## src/rtl/aurora_link_watchdog.sv

```systemverilog
// Upstream supervisor for the Aurora reset sequencer: it fires reset sequences,
// tracks reset_busy, filters channel_up drops and keeps link health counters.
module aurora_link_watchdog #(
  parameter int unsigned UP_TIMEOUT    = 50000000,
  parameter int unsigned DOWN_FILTER   = 1000,
  parameter int unsigned PULSE_LEN     = 16,
  parameter int unsigned BUSY_TIMEOUT  = 256,
  parameter bit          STARTUP_RESET = 1'b1
) (
  input  logic        clock,
  input  logic        reset,
  input  logic        channel_up,
  input  logic        reset_busy,
  input  logic        force_reset,
  output logic        reset_out,
  output logic        link_ok,
  output logic [7:0]  retry_count,
  output logic [15:0] link_drops,
  output logic        busy_fault
);

  typedef enum logic [2:0] {
    S_FIRE,
    S_WAIT_BUSY_HI,
    S_WAIT_BUSY_LO,
    S_WAIT_UP,
    S_UP,
    S_FILTER
  } state_t;

  localparam logic [31:0] LP_PULSE = 32'(PULSE_LEN - 1);
  localparam logic [31:0] LP_BUSY  = 32'(BUSY_TIMEOUT - 1);
  localparam logic [31:0] LP_UP    = 32'(UP_TIMEOUT - 1);
  localparam logic [31:0] LP_DOWN  = 32'(DOWN_FILTER - 1);

  localparam state_t      LP_RST_STATE = STARTUP_RESET ? S_FIRE : S_WAIT_UP;
  // Starting in WAIT_UP counts as entering it, so the up timeout is preloaded.
  localparam logic [31:0] LP_RST_CNT   = STARTUP_RESET ? 32'd0 : LP_UP;

  state_t      r_state;
  logic [31:0] r_cnt;
  logic        r_reset_out;
  logic        r_link_ok;
  logic [7:0]  r_retry;
  logic [15:0] r_drops;
  logic        r_fault;

  state_t      w_state_nxt;
  logic [31:0] w_cnt_nxt;
  logic        w_reset_out_nxt;
  logic        w_link_ok_nxt;
  logic [7:0]  w_retry_nxt;
  logic [15:0] w_drops_nxt;
  logic        w_fault_nxt;
  logic        w_fire;
  logic        w_drop;
  logic [7:0]  w_retry_sat;
  logic [15:0] w_drops_sat;

  assign w_retry_sat = (r_retry == '1) ? r_retry : r_retry + 8'd1;
  assign w_drops_sat = (r_drops == '1) ? r_drops : r_drops + 16'd1;

  always_comb begin
    w_state_nxt     = r_state;
    w_cnt_nxt       = (r_cnt != '0) ? r_cnt - 32'd1 : r_cnt;
    w_reset_out_nxt = r_reset_out;
    w_link_ok_nxt   = r_link_ok;
    w_retry_nxt     = r_retry;
    w_drops_nxt     = r_drops;
    w_fault_nxt     = r_fault;
    w_fire          = 1'b0;
    w_drop          = 1'b0;

    case (r_state)
      S_FIRE: begin
        // Reset leaves FIRE with reset_out low; the first cycle out of reset starts the pulse.
        if (!r_reset_out) begin
          w_reset_out_nxt = 1'b1;
          w_cnt_nxt       = LP_PULSE;
        end else if (r_cnt == '0) begin
          w_reset_out_nxt = 1'b0;
          w_cnt_nxt       = LP_BUSY;
          w_state_nxt     = S_WAIT_BUSY_HI;
        end
      end
      S_WAIT_BUSY_HI: begin
        if (reset_busy) begin
          w_cnt_nxt   = '0;
          w_state_nxt = S_WAIT_BUSY_LO;
        end else if (r_cnt == '0) begin
          w_fault_nxt = 1'b1;
          w_cnt_nxt   = LP_UP;
          w_state_nxt = S_WAIT_UP;
        end
      end
      S_WAIT_BUSY_LO: begin
        if (!reset_busy) begin
          w_cnt_nxt   = LP_UP;
          w_state_nxt = S_WAIT_UP;
        end
      end
      S_WAIT_UP: begin
        if (force_reset) begin
          w_fire = 1'b1;
        end else if (channel_up) begin
          w_link_ok_nxt = 1'b1;
          w_cnt_nxt     = '0;
          w_state_nxt   = S_UP;
        end else if (r_cnt == '0) begin
          w_retry_nxt = w_retry_sat;
          w_fire      = 1'b1;
        end
      end
      S_UP: begin
        if (force_reset) begin
          w_fire = 1'b1;
        end else if (!channel_up) begin
          if (DOWN_FILTER == 1) begin
            w_drop = 1'b1;
          end else begin
            w_cnt_nxt   = LP_DOWN;
            w_state_nxt = S_FILTER;
          end
        end
      end
      S_FILTER: begin
        // The first low cycle was spent in UP, so the drop lands when the count hits 1.
        if (force_reset) begin
          w_fire = 1'b1;
        end else if (channel_up) begin
          w_cnt_nxt   = '0;
          w_state_nxt = S_UP;
        end else if (r_cnt <= 32'd1) begin
          w_drop = 1'b1;
        end
      end
      default: begin
        w_state_nxt = LP_RST_STATE;
        w_cnt_nxt   = '0;
      end
    endcase

    if (w_drop) begin
      w_drops_nxt = w_drops_sat;
      w_fire      = 1'b1;
    end
    if (w_fire) begin
      w_state_nxt     = S_FIRE;
      w_cnt_nxt       = LP_PULSE;
      w_reset_out_nxt = 1'b1;
      w_link_ok_nxt   = 1'b0;
    end
  end

  always_ff @(posedge clock) begin
    if (reset) begin
      r_state     <= LP_RST_STATE;
      r_cnt       <= LP_RST_CNT;
      r_reset_out <= 1'b0;
      r_link_ok   <= 1'b0;
      r_retry     <= '0;
      r_drops     <= '0;
      r_fault     <= 1'b0;
    end else begin
      r_state     <= w_state_nxt;
      r_cnt       <= w_cnt_nxt;
      r_reset_out <= w_reset_out_nxt;
      r_link_ok   <= w_link_ok_nxt;
      r_retry     <= w_retry_nxt;
      r_drops     <= w_drops_nxt;
      r_fault     <= w_fault_nxt;
    end
  end

  assign reset_out   = r_reset_out;
  assign link_ok     = r_link_ok;
  assign retry_count = r_retry;
  assign link_drops  = r_drops;
  assign busy_fault  = r_fault;

endmodule

```

## config.mk

```make
export PLATFORM = sky130hd
export DESIGN_NAME = aurora_link_watchdog
export DESIGN_NICKNAME = d
export VERILOG_FILES = /design/src/rtl/aurora_link_watchdog.sv
export SDC_FILE = /design/constraint.sdc
export NUM_CORES = 1
export LEC_CHECK = 0
export ABC_AREA = 1
export CAP_MARGIN = 5
export CORE_MARGIN = 10
export CORE_UTILIZATION = 59
export CTS_CLUSTER_SIZE = 24
export DETAILED_ROUTE_END_ITERATION = 8
export GPL_TIMING_DRIVEN = 0
export PLACE_DENSITY = 0.86
export SLEW_MARGIN = 0
export SYNTH_ARGS = -nofsm -noshare
export SYNTH_HDL_FRONTEND = slang
export SYNTH_SLANG_ARGS = --single-unit
```

## constraint.sdc

```tcl
create_clock -name clock -period 2.7 [get_ports clock]
set_clock_uncertainty 0.05 [all_clocks]
set_input_delay 0.405 -clock clock [delete_from_list [all_inputs] [get_ports clock]]
set_output_delay 0.405 -clock clock [all_outputs]
set_load 0.05 [all_outputs]
```

Word-level counts from Yosys, hierarchy flattened. Index checks and enable logic that the tools add are counted. Widths: inputs -> output; s select.

Logic and storage cells: 80. Output and inout port bits: 27. Flip-flop bits (word level): 62. Input bits: 5.

Muxes and demuxes: 36. Bitwise gates (word level): 5. Add/subtract/negate cells: 3. $lt $le $gt $ge: 1. Reduce and logical (&&, ||, !) cells: 12. Eq/ne operators: 15.

Operators by type and width (number): $mux 32 (10); $pmux 32 s5 (1); $le 32x1->1 const B (1); $logic_not 32->1 (1); $reduce_bool 32->1 (1); $sub 32x1->32 const B (1); $mux 3 (9); $add 16x1->16 const B (1); $eq 16x16->1 const B (1); $pmux 3 s5 (1); $mux 1 (13); $ne 2x2->1 const B (6); $add 8x1->8 const B (1); $eq 8x8->1 const B (1); $reduce_and 8->1 (1); $eq 3x2->1 const B (2); $eq 3x3->1 const B (2); $reduce_and 3->1 (2); $reduce_or 2->1 (3); $not 1->1 (5); $reduce_and 5->1 (1); $mux 4 (1); $eq 3x1->1 const B (1); $logic_not 3->1 (1); other kinds (5) (5).

Logic depth before layout (Yosys ltp). Gate-level depths: netlist of run 1.

Word-level depth: 7. Mapped depth: 13. Mapped depth without buffers: 13.

Least setup slack after synthesis of run 1. OpenSTA, ideal clock, no wires.

Path kind: flip-flop to flip-flop. Start: reg r_drops[0] (netlist: link_drops[0]). End: reg r_drops[5] (netlist: link_drops[5]). Setup slack: 0.604 ns. Stages on the path, launching flop included: 11. Setup time: 0.115 ns. Data required time: 2.535 ns. Buffers on the path: 0. Arrival: 1.932 ns. Period minus slack after synthesis: 2.096 ns. Cell sequence: dfxtp_1 -> ha_1 -> nand3_1 -> nor2_1 -> nand3_1 -> o21ai_1 -> inv_2 -> nand2_1 -> nor2_1 -> nor2_1 -> nor2_1.

Longest elaborated chain between the ends: 3. Elaborated cells between the ends (all ways): 4. Classes of those cells: 1 x add/sub; 1 x eq/ne; 1 x bitwise; 1 x reduce/logical.

Ends and longest elaborated chain: start, declared (line 45) `logic [15:0] r_drops;`; start signal, assigned (line 170) `r_drops <= w_drops_nxt;`; branches (longest 3 deep; another with $add 16x1->16).

Several ways; the timed one is not identified. A chain may end at the register's enable or synchronous reset.

Worst setup path in the final report of run 1.
Start: reg r_cnt[0]. End: reg r_cnt[29].

Longest elaborated chain between the ends: 7. Elaborated cells between the ends (all ways): 25. Classes of those cells: 1 x add/sub; 1 x order compare; 20 x mux; 3 x reduce/logical.

Ends and longest elaborated chain: start, declared (line 41) `logic [31:0] r_cnt;`; start signal, assigned (line 166) `r_cnt <= w_cnt_nxt;`; $le 32x1->1 / $logic_not 32->1 (equally long branches); $mux 1, on equally long branches (line 133, 109); $mux 1, on equally long branches (line 130, 105); $mux 1, on equally long branches (line 128, 103); $mux 1 / $pmux 1 s2 (equally long branches) (line 74) `case (r_state)`; $mux 1 (line 143) `if (w_drop) begin`; $reduce_or 2->1 (no line).

Several ways; a longest one is shown, not always the timed one.

==> results of run 1 <==
-- critical path, stage by stage, from the launching register on --
cell and delay (ns):
dfxtp_1 0.38, inv_1 0.19, ha_1 0.35, nand2_2 0.18, nor2_4 0.18, nand2_4 0.08
clkinv_2 0.06, nand2_4 0.14, a21boi_4 0.19, nand2_2 0.11, o21ai_4 0.36, nor2_2 0.07
-- how the worst min path moves through the flow --
stage	from	end	slack (ns)	cells past startpoint
CTS	busy_fault$_SDFFE_PP0P_	busy_fault$_SDFFE_PP0P_	0.44	2
global route	busy_fault$_SDFFE_PP0P_	busy_fault$_SDFFE_PP0P_	0.47	2
floorplan	r_state[2]$_SDFFE_PP0P_	r_state[2]$_SDFFE_PP0P_	0.41	2
global placement	busy_fault$_SDFFE_PP0P_	busy_fault$_SDFFE_PP0P_	0.41	2
detailed placement	busy_fault$_SDFFE_PP0P_	busy_fault$_SDFFE_PP0P_	0.42	2
finish	busy_fault$_SDFFE_PP0P_	busy_fault$_SDFFE_PP0P_	0.43	2
-- state kept, by name, summed over array words and instances (netlist names) --
| signal | cells |
|---|---|
| link_drops | 16 |
| r_state | 3 |
| r_cnt | 32 |
| reset_out | 1 |
| busy_fault | 1 |
| retry_count | 8 |
| link_ok | 1 |
-- Yosys cell counts, drive strengths merged, types with 2 or more instances --
master / number / area share [%]
a21oi: 41 / 5.1
a31oi: 2 / 0.31
buf: 4 / 0.56
clkbuf: 5 / 0.47
dfxtp: 62 / 31
ha: 5 / 1.6
inv: 68 / 6.4
nand2: 145 / 14
nand3: 47 / 6.2
nand3b: 3 / 0.56
nand4: 23 / 3.6
nor2: 121 / 14
nor3: 18 / 2.4
nor3b: 2 / 0.63
o21a: 2 / 0.38
o21ai: 36 / 4.8
o21bai: 2 / 0.38
or2: 2 / 0.31
xnor2: 13 / 2.8
xor2: 14 / 3.1
-- power breakdown --
group	leakage, nW	total, W	switching (W)	internal, W
clock network	0.0773	0.000689	0.000363	0.000327
registers	0.503	0.00131	0.000214	0.00110
logic	1.35	0.00363	0.00245	0.00118
total	1.93	0.00563	0.00302	0.00260
-- cell families after synthesis --
logic type	after synthesis	share of synthesized area, %
AO/OA/AOI/OAI	87	12.0
XOR/XNOR	27	5.91
adder cells (fa/ha/maj)	5	1.56
buffers and inverters	78	7.53
flip-flops	62	31.0
AND/OR/NAND/NOR	362	42.0
-- layer usage --
layer,part of all wire [%],vias up
li1,-,2104
met1,40,1942
met2,47,228
met3,9.2,47
met4,3.7,0
met5,0,-
-- stage by stage --
step                      worst slack (ns)  util, %  cells  instance area [um^2]
after floorplan                      0.604        -    621                  4000
after global placement               0.284     68.0    727                  4390
after detailed placement             0.220     68.0    727                  4390
after CTS                            0.135     70.3    742                  4540
after global routing                0.0651     70.2    741                  4530
final                                0.220     70.2    741                  4530
-- final cells by class --
cell class	instances	area share, %
Multi-Input combinational cell	481	54.3
Sequential cell	62	27.4
Timing Repair Buffer	29	6.40
Inverter	69	5.74
Clock buffer	13	3.06
Tap cell	77	2.13
Buffer	8	0.800
Clock inverter	2	0.221
-- what timing repair did --
item                                    in CTS  in global routing
hold endpoints to repair                     0                  0
endpoints found under the setup margin       0                  1
resized for setup                            0                  0
==> impl_table.tex, run 1 <==
\begin{tabular}{lr}
\hline
Metric & Value \\
\hline
\multicolumn{2}{l}{\textbf{Synth}} \\
\quad Fraction of registers with async set/reset & 0\% \\
\quad Netlist area before placement & 4000 um\^{}2 \\
\quad Mean instance size in the synthesized netlist & 6.45 um\^{}2 \\
\quad Cells after Synth & 621 \\
\quad Count of cell types in the netlist & 36 \\
\quad Most instantiated flip-flop cell in the synthesis netlist & dfxtp\_1 \\
\quad Yosys warns & 0 \\
\quad Number of flops mapped to enable cells by yosys & 0 \\
\quad Net count of the mapped netlist & 631 \\
\quad Fraction of the yosys area taken by sequential cells & 31.0\% \\
\quad Flip-flop and latch count after synthesis & 62 \\
\multicolumn{2}{l}{\textbf{Run}} \\
\quad Number of violations of the max-capacitance limit & 0 \\
\multicolumn{2}{l}{\textbf{Cells and area}} \\
\quad \# diodes & 0 \\
\quad Total area of multi-input combinational cells & 2460 um\^{}2 \\
\quad Layout overhead on the synthesized area & 13.3\% \\
\quad Leading cell type in the layout, fill and taps excluded & nand2\_1 \\
\quad Count of filler cells inserted in the layout & 539 \\
\quad Most frequent cells in the layout & 135 x nand2\_1, 100 x nor2\_1, 62 x inv\_1, 62 x dfxtp\_1, 46 x nand3\_1 \\
\quad Layout cell share with drive strength beyond 1 & 9.19\% \\
\quad Area used by sequential logic in the layout & 1240 um\^{}2 \\
\quad Final net count & 670 \\
\multicolumn{2}{l}{\textbf{Global route}} \\
\quad Routing usage on met1 & 24.0\% \\
\quad Routing layer with the top usage in global route & met2 \\
\quad Global-route wire length before repair & 18200 um \\
\quad Overall track demand over capacity in global routing & 21.4\% \\
\quad Number of antenna violations at the first check in global routing & 0 \\
\quad Pin count of the biggest net entering global routing & 11 \\
\quad Met3 demand-to-capacity share in global routing & 5.74\% \\
\quad Vias in the first global route & 4075 \\
\quad Global-route congestion overflow total & 0 \\
\quad Met2 usage in global routing & 35.5\% \\
\multicolumn{2}{l}{\textbf{Place}} \\
\quad Number of buffers inserted by port buffering & 29 \\
\quad Final weighted congestion of routability-driven global placement & 1.00 \\
\quad Post-detailed-placement half-perimeter wirelength & 8260 um \\
\multicolumn{2}{l}{\textbf{Pwr}} \\
\quad Total power consumption of the routed design & 0.00563 W \\
\quad Worst-case vdd ir drop & 0.000470 V \\
\quad Power density of the placed cells & 1240 nW/um\^{}2 \\
\quad Static leakage & 1.93 nW \\
\multicolumn{2}{l}{\textbf{Floorplanning}} \\
\quad Floorplan Core Area & 6460 um\^{}2 \\
\quad Top-level I/O count & 32 \\
\quad Cell row count & 29 \\
\quad Die Y & 102 um \\
\quad DIE AREA & 10500 um\^{}2 \\
\quad Die W & 102 um \\
\quad Initial core utilization & 62.0\% \\
\multicolumn{2}{l}{\textbf{STA}} \\
\quad Unrepaired setup endpoints after global routing & no \\
\quad Peak Freq & 0.403 GHz \\
\quad Final-layout setup total negative slack & 0 ns \\
\quad Worst-margin pin slew & 0.613 ns \\
\quad Max-Slew Margin vs Limit & 59.2\% \\
\quad Setup Viol. Count Final & 0 \\
\quad Fin. Hold Viols & 0 \\
\quad Final Max Tran Viols & 0 \\
\quad Minimum period implied by the final worst setup slack & 2.48 ns \\
\quad Post-route worst hold slack & 0.428 ns \\
\quad Period Utilization, post-route & 91.8\% \\
\multicolumn{2}{l}{\textbf{Setup path}} \\
\quad CP Launch Type & flop \\
\quad Worst setup endpoint & r\_cnt[29]\$\_SDFF\_PP0\_ \\
\quad Worst-case reg-to-reg path depth & 11 \\
\quad Category of the critical setup timing path & reg -> reg \\
\quad First element of the critical path & r\_cnt[0]\$\_SDFF\_PP0\_ \\
\quad Crit path DAT & 2.65 ns \\
\quad Launch point of the worst reg-to-reg path & r\_cnt[0]\$\_SDFF\_PP0\_ \\
\quad Reg-to-reg critical path endpoint & r\_cnt[29]\$\_SDFF\_PP0\_ \\
\quad Critical path required time & 2.87 ns \\
\quad Largest fanout on the critical path & 16 \\
\quad CP Capture Type & flop \\
\quad Worst setup slack for register-to-register paths & 0.22 ns \\
\multicolumn{2}{l}{\textbf{Hold path}} \\
\quad Hold WC Path Type & reg -> reg \\
\multicolumn{2}{l}{\textbf{Clocking}} \\
\quad Clock tree buffer depth & 2 \\
\quad Clk slew on worst S/H paths & 0.07 ns \\
\quad Clock sink count & 62 \\
\quad Count of buffers added by post-CTS timing repair for setup & 0 \\
\quad Num CTS Buffers & 9 \\
\quad Library cell used as clock root buffer & clkbuf\_8 \\
\quad Clock insertion delay at the later pin of the skew report & 0.35 ns \\
\quad Depth of the CTS H-tree & 3 \\
\quad Cts-stage hold buffer count & 0 \\
\quad CTS tree & yes \\
\multicolumn{2}{l}{\textbf{Route}} \\
\quad DRC errors left & 0 \\
\quad Number of detailed-routing iterations run before antenna repair & 5 \\
\quad Average via count per standard cell & 5.83 \\
\quad Residual antenna-violating net count after detailed routing & 0 \\
\quad Detailed-route wire length per cell & 14.5 um \\
\quad Number of vias in the routed layout & 4321 \\
\quad First-iteration detailed-routing DRC count & 405 \\
\quad Detailed Route WL & 10700 um \\
\multicolumn{2}{l}{\textbf{Run status}} \\
\quad Status & complete, no violations \\
\hline
\end{tabular}
Power figures use the tool's default switching activity.
==> run 2, diff against run 1 <==
--- a/config.mk
+++ b/config.mk
@@ -5,14 +5,15 @@
 export SDC_FILE = /design/constraint.sdc
 export NUM_CORES = 1
 export LEC_CHECK = 0
-export ABC_AREA = 1
+export ABC_AREA = 0
 export CAP_MARGIN = 5
+export CORE_ASPECT_RATIO = 1.5
 export CORE_MARGIN = 10
-export CORE_UTILIZATION = 59
+export CORE_UTILIZATION = 57
 export CTS_CLUSTER_SIZE = 24
 export DETAILED_ROUTE_END_ITERATION = 8
 export GPL_TIMING_DRIVEN = 0
-export PLACE_DENSITY = 0.86
+export PLACE_DENSITY = 0.84
 export SLEW_MARGIN = 0
 export SYNTH_ARGS = -nofsm -noshare
 export SYNTH_HDL_FRONTEND = slang
==> run 2 against run 1 <==
Net effect:
- the flow now finishes with violations (setup timing)
- combinational power grew 33%
- clock power grew 45%
- first-iteration DRC count down 7.4%
- utilization up 8.9 points
- maximum frequency down 16%
- count of clock-buffer cells in the layout fell by 2
- sequential power rose by 3%
- die area down 9.6%
- register-to-register slack got worse by 0.46 ns
- critical endpoint is now link_drops[11]$_SDFFE_PP0P_
- largest power group unchanged
==> impl_table.tex, run 2 <==
\begin{tabular}{lr}
\hline
Metric & Value \\
\hline
\multicolumn{2}{l}{\textbf{Pwr}} \\
\quad Static leakage & 1.62 nW \\
\quad Worst-case vdd ir drop & 0.000738 V \\
\quad Power share of the combinational group & 67.3\% \\
\quad Switching pwr & 0.00326 W \\
\quad Power density of the placed cells & 1570 nW/um\^{}2 \\
\quad Int Power & 0.00393 W \\
\quad Part of the power in registers & 18.8\% \\
\quad Total power consumption of the routed design & 0.00719 W \\
\quad Switching portion of total power & 45.3\% \\
\quad Clock share of power & 13.9\% \\
\multicolumn{2}{l}{\textbf{STA}} \\
\quad Peak Freq & 0.340 GHz \\
\quad Period Utilization, post-route & 109\% \\
\quad Setup Viol. Count Final & 45 \\
\quad Worst-margin pin slew & 0.690 ns \\
\quad Final Max Tran Viols & 0 \\
\quad Max-Slew Margin vs Limit & 53.8\% \\
\quad Fin. Hold Viols & 0 \\
\quad Unrepaired setup endpoints after global routing & yes \\
\quad Minimum setup slack in the final design & -0.244 ns \\
\quad Minimum period implied by the final worst setup slack & 2.94 ns \\
\multicolumn{2}{l}{\textbf{Floorplanning}} \\
\quad Initial core utilization & 58.4\% \\
\quad Cell row count & 34 \\
\quad Die Y & 114 um \\
\quad Floorplan Core Area & 5790 um\^{}2 \\
\quad Die W & 82.9 um \\
\quad DIE AREA & 9470 um\^{}2 \\
\quad Top-level I/O count & 32 \\
\multicolumn{2}{l}{\textbf{Setup path}} \\
\quad Category of the critical setup timing path & reg -> reg \\
\quad Worst-case reg-to-reg path depth & 7 \\
\quad Crit path depth & 7 \\
\quad Worst setup slack for register-to-register paths & -0.24 ns \\
\quad Cells along the critical path & or4\_4, or4\_4, or4\_4, or3\_4, buf\_6, or3\_1, a21oi\_1 \\
\quad Critical Path Slowest Stage Cell & or4\_4 \\
\quad Kind of cell adding the most delay to the critical path & simple AND/OR/NAND/NOR gates \\
\quad CP Launch Type & flop \\
\quad Reg-to-reg critical path endpoint & link\_drops[11]\$\_SDFFE\_PP0P\_ \\
\quad Critical path required time & 2.93 ns \\
\quad Critical path buffer and inverter count & 1 \\
\quad Launch point of the worst reg-to-reg path & r\_cnt[29]\$\_SDFF\_PP0\_ \\
\quad Cell repeated most along the worst path & or4\_4 \\
\quad Crit path DAT & 3.18 ns \\
\quad Highest cell delay on the worst timing path & 0.55 ns \\
\quad CP Capture Type & flop \\
\quad Largest fanout on the critical path & 5 \\
\multicolumn{2}{l}{\textbf{Global route}} \\
\quad Overall track demand over capacity in global routing & 19.8\% \\
\quad Global-route wire length before repair & 15700 um \\
\quad Pin count of the biggest net entering global routing & 11 \\
\quad Number of antenna violations at the first check in global routing & 0 \\
\quad Global-route congestion overflow total & 0 \\
\quad Vias in the first global route & 3429 \\
\multicolumn{2}{l}{\textbf{Place}} \\
\quad Instance area at placement & 3790 um\^{}2 \\
\quad Post-detailed-placement half-perimeter wirelength & 6520 um \\
\quad Inst Count DP & 523 \\
\quad Number of buffers inserted by port buffering & 30 \\
\quad Final weighted congestion of routability-driven global placement & 0.952 \\
\multicolumn{2}{l}{\textbf{Synth}} \\
\quad Count of cell types in the netlist & 57 \\
\quad Netlist area before placement & 3380 um\^{}2 \\
\quad Top-count cell post-synth & dfxtp\_1 \\
\quad Fraction of the yosys area taken by sequential cells & 36.7\% \\
\quad Mean instance size in the synthesized netlist & 8.03 um\^{}2 \\
\quad Yosys top cell area share & 36.7\% \\
\quad Most instantiated flip-flop cell in the synthesis netlist & dfxtp\_1 \\
\quad Number of flops mapped to enable cells by yosys & 0 \\
\quad Cell type with the highest aggregate area in the netlist & dfxtp\_1 \\
\quad Flip-flop and latch count after synthesis & 62 \\
\quad Fraction of registers with async set/reset & 0\% \\
\quad Largest cells by area after synthesis & dfxtp\_1 37\%, a21oi\_1 6.2\%, nor2\_1 5.7\% \\
\quad Net count of the mapped netlist & 431 \\
\quad Most common library cells after synthesis & 62 x dfxtp\_1, 51 x nor2\_1, 42 x a21oi\_1 \\
\quad Yosys warns & 0 \\
\quad Cells after Synth & 421 \\
\multicolumn{2}{l}{\textbf{Clocking}} \\
\quad Num CTS Buffers & 9 \\
\quad Clock insertion delay at the later pin of the skew report & 0.36 ns \\
\quad Library cell used as clock root buffer & clkbuf\_8 \\
\quad CTS tree & yes \\
\quad Cts-stage hold buffer count & 0 \\
\quad Clock sink count & 62 \\
\quad Depth of the CTS H-tree & 3 \\
\quad Clk slew on worst S/H paths & 0.07 ns \\
\quad Clock tree buffer depth & 2 \\
\multicolumn{2}{l}{\textbf{Route}} \\
\quad Average via count per standard cell & 6.53 \\
\quad Residual antenna-violating net count after detailed routing & 0 \\
\quad First-iteration detailed-routing DRC count & 375 \\
\quad Detailed-route wire length per cell & 19.1 um \\
\quad Number of vias in the routed layout & 3735 \\
\quad Detailed Route WL & 10900 um \\
\quad Number of detailed-routing iterations run before antenna repair & 5 \\
\quad DRC errors left & 0 \\
\multicolumn{2}{l}{\textbf{Cells and area}} \\
\quad Top reg by flops & r\_cnt \\
\quad \# diodes & 0 \\
\quad Final net count & 506 \\
\quad Final cell count without fillers & 572 \\
\quad Layout cell share with drive strength beyond 1 & 21.4\% \\
\quad Leading cell type in the layout, fill and taps excluded & dfxtp\_1 \\
\quad Util after Layout & 79.1\% \\
\quad Number of flip-flops in the largest register & 32 \\
\quad Most frequent cells in the layout & 59 x dfxtp\_1, 50 x nor2\_1, 37 x a21oi\_1 \\
\quad Final design instance area without fill & 4570 um\^{}2 \\
\quad Layout overhead on the synthesized area & 35.3\% \\
\multicolumn{2}{l}{\textbf{Run}} \\
\quad Number of violations of the max-capacitance limit & 0 \\
\multicolumn{2}{l}{\textbf{Hold path}} \\
\quad Hold path depth & 2 \\
\quad Hold WC Path Type & reg -> reg \\
\quad End of the worst hold path & busy\_fault\$\_SDFFE\_PP0P\_ \\
\quad Start point of the worst hold path & busy\_fault\$\_SDFFE\_PP0P\_ \\
\multicolumn{2}{l}{\textbf{Run status}} \\
\quad Status & complete, but fails checks \\
\quad Failing checks & setup timing \\
\hline
\end{tabular}
[run 2: how the worst max path moves through the flow]
stage,endpoint,startpoint
4_1_cts,link_drops[11]$_SDFFE_PP0P_,r_cnt[29]$_SDFF_PP0_
6_report,link_drops[11]$_SDFFE_PP0P_,r_cnt[29]$_SDFF_PP0_
3_3_place_gp,r_cnt[0]$_SDFF_PP0_,r_cnt[0]$_SDFF_PP0_
2_1_floorplan,link_drops[11]$_SDFFE_PP0P_,r_cnt[29]$_SDFF_PP0_
5_1_grt,link_drops[3]$_SDFFE_PP0P_,r_cnt[22]$_SDFF_PP0_
3_5_place_dp,r_cnt[0]$_SDFF_PP0_,r_cnt[0]$_SDFF_PP0_
[run 2: worst register-to-register path: cells and delay by family (launching register included)]
family / cells / cell delay, ns
AO/OA/AOI/OAI: 1 / 0.14
buffers and inverters: 1 / 0.14
flip-flops: 1 / 0.32
AND/OR/NAND/NOR: 5 / 2.24
[run 2: logic make-up after synthesis]
family / synth area share (%)
buffers and inverters: 3.70
DFF: 36.7
AOI/OAI and AO/OA: 18.5
adders and majority gates: 1.85
xor gates and xnor gates: 9.07
and+or+nand+nor: 29.5
muxes: 0.592
[run 2: per-layer routing]
| layer | global-route usage [%] | vias to the layer above | share of wire (%) |
|---|---|---|---|
| met2 | 35.1 | 240 | 50 |
| met5 | 0 | - | 0 |
| met3 | 5.70 | 65 | 8.2 |
| li1 | - | 1692 | - |
| met4 | 13.7 | 0 | 6.7 |
| met1 | 19.6 | 1738 | 35 |
[run 2: power groups by stage]
stage / Sequential, W / Clock (W) / Combinational, W
after global placement: 0.00131 / 0 / 0.00294
after floorplan: 0.00130 / 0 / 0.00239
after global routing: 0.00137 / 0.00104 / 0.00510
final: 0.00135 / 0.00100 / 0.00484
after detailed placement: 0.00132 / 0 / 0.00301
after CTS: 0.00131 / 0.000997 / 0.00365
[run 2: per-stage QoR]
stage          hold WS [ns]  setup TNS [ns]  setup slack (ns)
4_1_cts               0.403           -3.45            -0.241
6_report              0.397           -6.56            -0.244
3_5_place_dp          0.393          -17.49            -0.624
5_1_grt               0.426           -8.45            -0.303
2_1_floorplan         0.430           -1.61            -0.260
3_3_place_gp          0.384          -16.36            -0.534
[run 2: what timing repair did]
action	4_1_cts	5_1_grt
pin swaps	10	14
setup endpoints to repair	55	49
setup buffers	13	22
gates resized for setup	24	49
gates cloned	2	2
[run 2: area by class of cell]
class                           count  area, um^2
Multi-Input combinational cell    331        2280
Timing Repair Buffer               67         598
Buffer                             13        75.1
Fill cell                         378        1210
Tap cell                           72        90.1
Inverter                           12        50.0
Clock buffer                       11         141
Clock inverter                      4        95.1
Sequential cell                    62        1240
